File: src/rtl/piso_serializer_pkg.sv
// Shared definitions for the parallel-in / serial-out serializer.
//   DefaultWidth : default parallel word width in bits
//   state_e      : serializer FSM states (idle, shifting a word out)
package piso_serializer_pkg;

  localparam int unsigned DefaultWidth = 8;

  typedef enum logic {
    StIdle,
    StShift
  } state_e;

endpackage

File: src/rtl/bit_counter.sv
// Bit-position counter for the serializer.
//   clk_i  : clock, rising edge
//   rst_i  : synchronous active-high reset (clears count)
//   clr_i  : synchronous clear, takes priority over en_i
//   en_i   : increment enable
//   cnt_o  : current count, $clog2(Width) bits
//   tc_o   : terminal count, high when cnt_o == Width-1
module bit_counter import piso_serializer_pkg::*; #(
  parameter int unsigned Width = DefaultWidth,
  localparam int unsigned CntW = $clog2(Width)
) (
  input  logic            clk_i,
  input  logic            rst_i,
  input  logic            clr_i,
  input  logic            en_i,
  output logic [CntW-1:0] cnt_o,
  output logic            tc_o
);

  localparam logic [CntW-1:0] LastCnt = CntW'(Width - 1);

  logic [CntW-1:0] cnt_q, cnt_d;

  always_comb begin
    cnt_d = cnt_q;
    if (clr_i) begin
      cnt_d = '0;
    end else if (en_i) begin
      cnt_d = cnt_q + CntW'(1);
    end
  end

  always_ff @(posedge clk_i) begin
    if (rst_i) begin
      cnt_q <= '0;
    end else begin
      cnt_q <= cnt_d;
    end
  end

  assign cnt_o = cnt_q;
  assign tc_o  = (cnt_q == LastCnt);

endmodule

File: src/rtl/piso_serializer.sv
// Parallel-in / serial-out serializer, MSB first, with load handshake and stall.
//   CLK        : clock, rising edge
//   RESET      : synchronous active-high reset
//   DATA_PAR   : parallel word to transmit
//   LOAD_VALID : DATA_PAR valid for capture
//   LOAD_READY : word can be accepted this cycle (only output that depends on an input)
//   STALL      : freezes shifting while high
//   DATA_OUT   : serial bit stream
//   BIT_VALID  : DATA_OUT carries a live bit this cycle
//   WORD_DONE  : one-cycle strobe on the last bit of a word
module piso_serializer import piso_serializer_pkg::*; #(
  parameter int unsigned WIDTH = DefaultWidth
) (
  input  logic             CLK,
  input  logic             RESET,
  input  logic [WIDTH-1:0] DATA_PAR,
  input  logic             LOAD_VALID,
  output logic             LOAD_READY,
  input  logic             STALL,
  output logic             DATA_OUT,
  output logic             BIT_VALID,
  output logic             WORD_DONE
);

  localparam int unsigned CntW = $clog2(WIDTH);
  // Shifting from this count lands on the last bit of the word.
  localparam logic [CntW-1:0] PenultCnt = CntW'(WIDTH - 2);

  state_e           state_q, state_d;
  logic [WIDTH-1:0] shreg_q, shreg_d;
  logic             bit_valid_q, bit_valid_d;
  logic             word_done_q, word_done_d;

  logic             accept;
  logic             cnt_clr, cnt_en, cnt_tc;
  logic [CntW-1:0]  cnt;

  bit_counter #(
    .Width (WIDTH)
  ) u_bit_counter (
    .clk_i (CLK),
    .rst_i (RESET),
    .clr_i (cnt_clr),
    .en_i  (cnt_en),
    .cnt_o (cnt),
    .tc_o  (cnt_tc)
  );

  assign LOAD_READY = (state_q == StIdle) || (cnt_tc && !STALL);
  assign accept     = LOAD_VALID && LOAD_READY;

  // STALL seen at an edge freezes the register and blanks BIT_VALID for the
  // following cycle; the bit shown before that edge was already consumed, so
  // the deferred shift on resume neither drops nor repeats a bit.
  always_comb begin
    state_d     = state_q;
    shreg_d     = shreg_q;
    bit_valid_d = 1'b0;
    word_done_d = 1'b0;
    cnt_clr     = 1'b0;
    cnt_en      = 1'b0;
    unique case (state_q)
      StIdle: begin
        if (accept) begin
          state_d     = StShift;
          shreg_d     = DATA_PAR;
          cnt_clr     = 1'b1;
          bit_valid_d = 1'b1;
        end
      end
      StShift: begin
        if (STALL) begin
          // hold everything, BIT_VALID drops
        end else if (cnt_tc) begin
          cnt_clr = 1'b1;
          if (accept) begin
            shreg_d     = DATA_PAR;
            bit_valid_d = 1'b1;
          end else begin
            state_d = StIdle;
            shreg_d = '0;
          end
        end else begin
          shreg_d     = {shreg_q[WIDTH-2:0], 1'b0};
          cnt_en      = 1'b1;
          bit_valid_d = 1'b1;
          word_done_d = (cnt == PenultCnt);
        end
      end
    endcase
  end

  always_ff @(posedge CLK) begin
    if (RESET) begin
      state_q     <= StIdle;
      shreg_q     <= '0;
      bit_valid_q <= 1'b0;
      word_done_q <= 1'b0;
    end else begin
      state_q     <= state_d;
      shreg_q     <= shreg_d;
      bit_valid_q <= bit_valid_d;
      word_done_q <= word_done_d;
    end
  end

  assign DATA_OUT  = shreg_q[WIDTH-1];
  assign BIT_VALID = bit_valid_q;
  assign WORD_DONE = word_done_q;

endmodule

File: config.mk
export PLATFORM = sky130hd
export DESIGN_NAME = piso_serializer
export DESIGN_NICKNAME = d
export VERILOG_FILES = /design/src/rtl/piso_serializer_pkg.sv /design/src/rtl/bit_counter.sv /design/src/rtl/piso_serializer.sv
export SDC_FILE = /design/constraint.sdc
export NUM_CORES = 1
export LEC_CHECK = 0
export BUFFER_PORTS_ARGS = -buffer_cell sky130_fd_sc_hd__buf_4
export CORE_MARGIN = 10
export CORE_UTILIZATION = 50
export CTS_BUF_LIST = sky130_fd_sc_hd__clkbuf_4 sky130_fd_sc_hd__clkbuf_8
export CTS_CLUSTER_DIAMETER = 40
export DETAILED_ROUTE_END_ITERATION = 8
export PLACE_DENSITY = 0.71
export SYNTH_ARGS = -nofsm -noshare
export SYNTH_HDL_FRONTEND = slang
export SYNTH_HIERARCHICAL = 1
export SYNTH_SLANG_ARGS = --single-unit
File: constraint.sdc
create_clock -name CLK -period 1.6 [get_ports CLK]
set_input_delay 0.32 -clock CLK [delete_from_list [all_inputs] [get_ports CLK]]
set_output_delay 0.32 -clock CLK [all_outputs]
set_load 0.02 [all_outputs]
==> impl_results.md <==
* Critical path class: reg -> out
* Final hold vios at 0
* Worst Path Buf+Inv at 2
* Syn Area/Cell at 8.94 sq um
* Core Box Area at 1330 sq um
* Ys async rst share at 0%
* Grt total ovfl at 0
* Arrival time of the worst setup path at 1230 ps
* Height of the die at 58.3 um
* CP dominant cell by count: ha_4
* Cell-by-cell trace of the critical path: ha_4 > ha_4 > inv_2 > o21ai_4 > buf_6
* Slew HR at 77.7%
* Fmax at 0.646 GHz
* Row Count at 13
* Minimum clock period after layout at 1550 ps
* Largest net degree at the start of global routing at 15
* Crit path max fanout at 2
* Slew Viols, Final at 0
* Most frequent cells in the layout: buf_4 (19), dfxtp_1 (12), a21oi_1 (10)
* # fillers at 121
* Simple-gate share of the synthesized area at 16.9%
* Pre-antenna DRT Iters at 4
* Starting DRT DRC Count at 19
* Pre-CTS WS at 53.1 ps
* Synth Area in Adders at 3.41%
* DRC at 0
* Number of flops mapped to enable cells by yosys at 0
* Synthesized flop and latch total at 14
* CTS root buf: clkbuf_4
* WP data required at 1280 ps
* Peak VDD IR at 0.460 mV
* IO Pins at 16
* Worst Tran Pin Value at 334 ps
* Post-route cell area at 940 sq um
* Cells after Synth at 82
* Clk sink count at 14
* Synth unique cells at 25
* RR Startpoint: u_bit_counter/cnt_o[0]
* Synth top area share at 38.2%
* Setup ws final at 52.8 ps
* Vias in the first global route at 634
* Area post-placement at 865 sq um
* Final #Nets at 116
* Multiplexer share of the synthesized area at 2.73%
* Post-synthesis sequential area ratio at 38.2%
* Final period util at 96.7%
* ANT cells at 0
* Crit path launch: u_bit_counter/cnt_o[0]
* Worst path top cell family by delay: flip-flops
* First-pass GRT wire length at 2.68 mm
* Post-DP HPWL at 1.17 mm
* Crit path max-delay cell type: dfxtp_2
* Layout cells sized above 1 at 35.0%
* Clock H-tree levels at 1
* Startpoint Class: flip-flop
* Most common cell after layout, fill and taps aside: buf_4
* ANT nets after route at 0
* Critical Path End: LOAD_READY
* Initial antenna violation count at 0
* Synthesis-to-layout area growth at 28.2%
* Final setup violation count at 0
* R2r worst-path depth at 6
* CP Capture Type: output port
* Maxcap violations at 0
* Via Count at 628
* CTS tree: built
* Top cells by area, synth: dfxtp_1 (38%), o211a_1 (9.6%), a211o_1 (8.4%)
* GRT Util Overall at 9.55%
* Die area at 3400 sq um
* Cell taking the most area after synthesis: dfxtp_1
* Critical path's largest stage delay at 360 ps
* Gpl congestion at 0.828
* Largest family of logic cells by synthesized area: compound AO/OA/AOI/OAI gates
* Synth Net Count at 96
* Min-delay worst type: in -> reg
* Reg clk slew, reported paths at 80 ps
* Status: complete, no violations
* Post-Synthesis Cell Area at 733 sq um
* Worst-Skew Late Latency at 270 ps
* Power density cells at 755 nW/um^2
* RR Endpoint: u_bit_counter/cnt_o[2]
* Critical path depth at 5
* Total wire length at 1.64 mm
* Final cell count without fillers at 115
* Core Util, Final at 70.5%
* Port buffer count at 15
* Clk buf depth at 2
* CTS Buf Count at 3
* Leak at 0.490 nW
* Synth Area in XOR/XNOR at 1.19%
* FF-to-FF setup slack at 150 ps
* Clk_skew at 1.61 ps
* Drt wl/cell at 14.3 um
* Vias per inst at 5.46
* Syn. warnings at 6
* Synth Area in Compound Gates at 28.3%
* DIE WIDTH at 58.3 um
* Placed cell count at 111
* Prevailing post-synth register cell: dfxtp_1
* Starting Density at 55.0%
-- worst min-delay path by stage --
stage / slack, ps / to / cells past startpoint / from
after global placement: 480 / shreg_q[0] / 2 / shreg_q[0]
after floorplan: 390 / u_bit_counter/cnt_o[0] / 1 / RESET
after CTS: 320 / shreg_q[0] / 2 / RESET
after global routing: 340 / u_bit_counter/cnt_o[0] / 2 / RESET
after detailed placement: 480 / shreg_q[0] / 2 / shreg_q[0]
final: 320 / u_bit_counter/cnt_o[0] / 2 / RESET
-- metrics by stage --
stage          TNS [ps]  power (mW)  hold slack [ps]
4_1_cts               0       0.711              320
3_5_place_dp          0       0.522              479
5_1_grt           -1.28       0.747              336
6_report              0       0.709              320
2_1_floorplan         0       0.470              391
3_3_place_gp          0       0.521              479
-- synth_stat cells, types with 2 or more instances --
master	number
nor3_1	3
a211o_1	7
o21ai_0	2
ha_1	2
mux2i_1	2
buf_2	2
nor2_1	3
a21oi_1	10
o211a_1	7
nor2b_1	2
dfxtp_1	14
and3_1	7
inv_1	9
-- flip-flops by register name (all words and copies together) (netlist names) --
name	count
u_bit_counter/cnt_o	3
shreg_q	8
state_q	1
BIT_VALID	1
WORD_DONE	1
-- what timing repair did --
item,CTS,global route
pin swaps,0,0
setup buffers,1,0
gates resized for setup,6,4
hold buffers,0,0
setup endpoints to repair,1,2
-- power by group --
| group | switching [mW] | internal (mW) | leakage [nW] | total (mW) |
|---|---|---|---|---|
| Clock | 0.101 | 0.0869 | 0.0138 | 0.188 |
| Sequential | 0.0166 | 0.372 | 0.116 | 0.389 |
| Combinational | 0.0633 | 0.0689 | 0.359 | 0.132 |
| Total | 0.181 | 0.528 | 0.490 | 0.709 |
-- worst register-to-register path: cells and delay by family, from the launching register on --
| kind | cells | cell delay, ps |
|---|---|---|
| buf+inv | 1 | 150 |
| compound gates | 1 | 240 |
| simple gates | 2 | 330 |
| flops | 1 | 340 |
| fa+ha+maj | 2 | 310 |
-- cells by family after synthesis --
kind of cell / count (synthesis)
muxes: 2
xor gates and xnor gates: 1
buffers and inverters: 15
and+or+nand+nor: 20
AOI/OAI and AO/OA: 28
DFF: 14
adders and majority gates: 2
-- cell type report --
cell class | count | area, sq um | share of cell area, %
multi-input cells | 53 | 424 | 45.1
well taps | 15 | 18.8 | 2.00
clock buffers | 3 | 22.5 | 2.40
flip-flops and latches | 14 | 283 | 30.1
inverters | 10 | 37.5 | 3.99
repair buffers | 20 | 154 | 16.4
-- per-layer routing --
metal | GRT usage, % | vias up | wire length (um)
met5 | 0 | - | 0
met4 | 5.03 | 0 | 29
met2 | 14.0 | 15 | 687
li1 | - | 330 | -
met1 | 12.1 | 279 | 854
met3 | 3.00 | 4 | 71
Power figures use the tool's default switching activity.
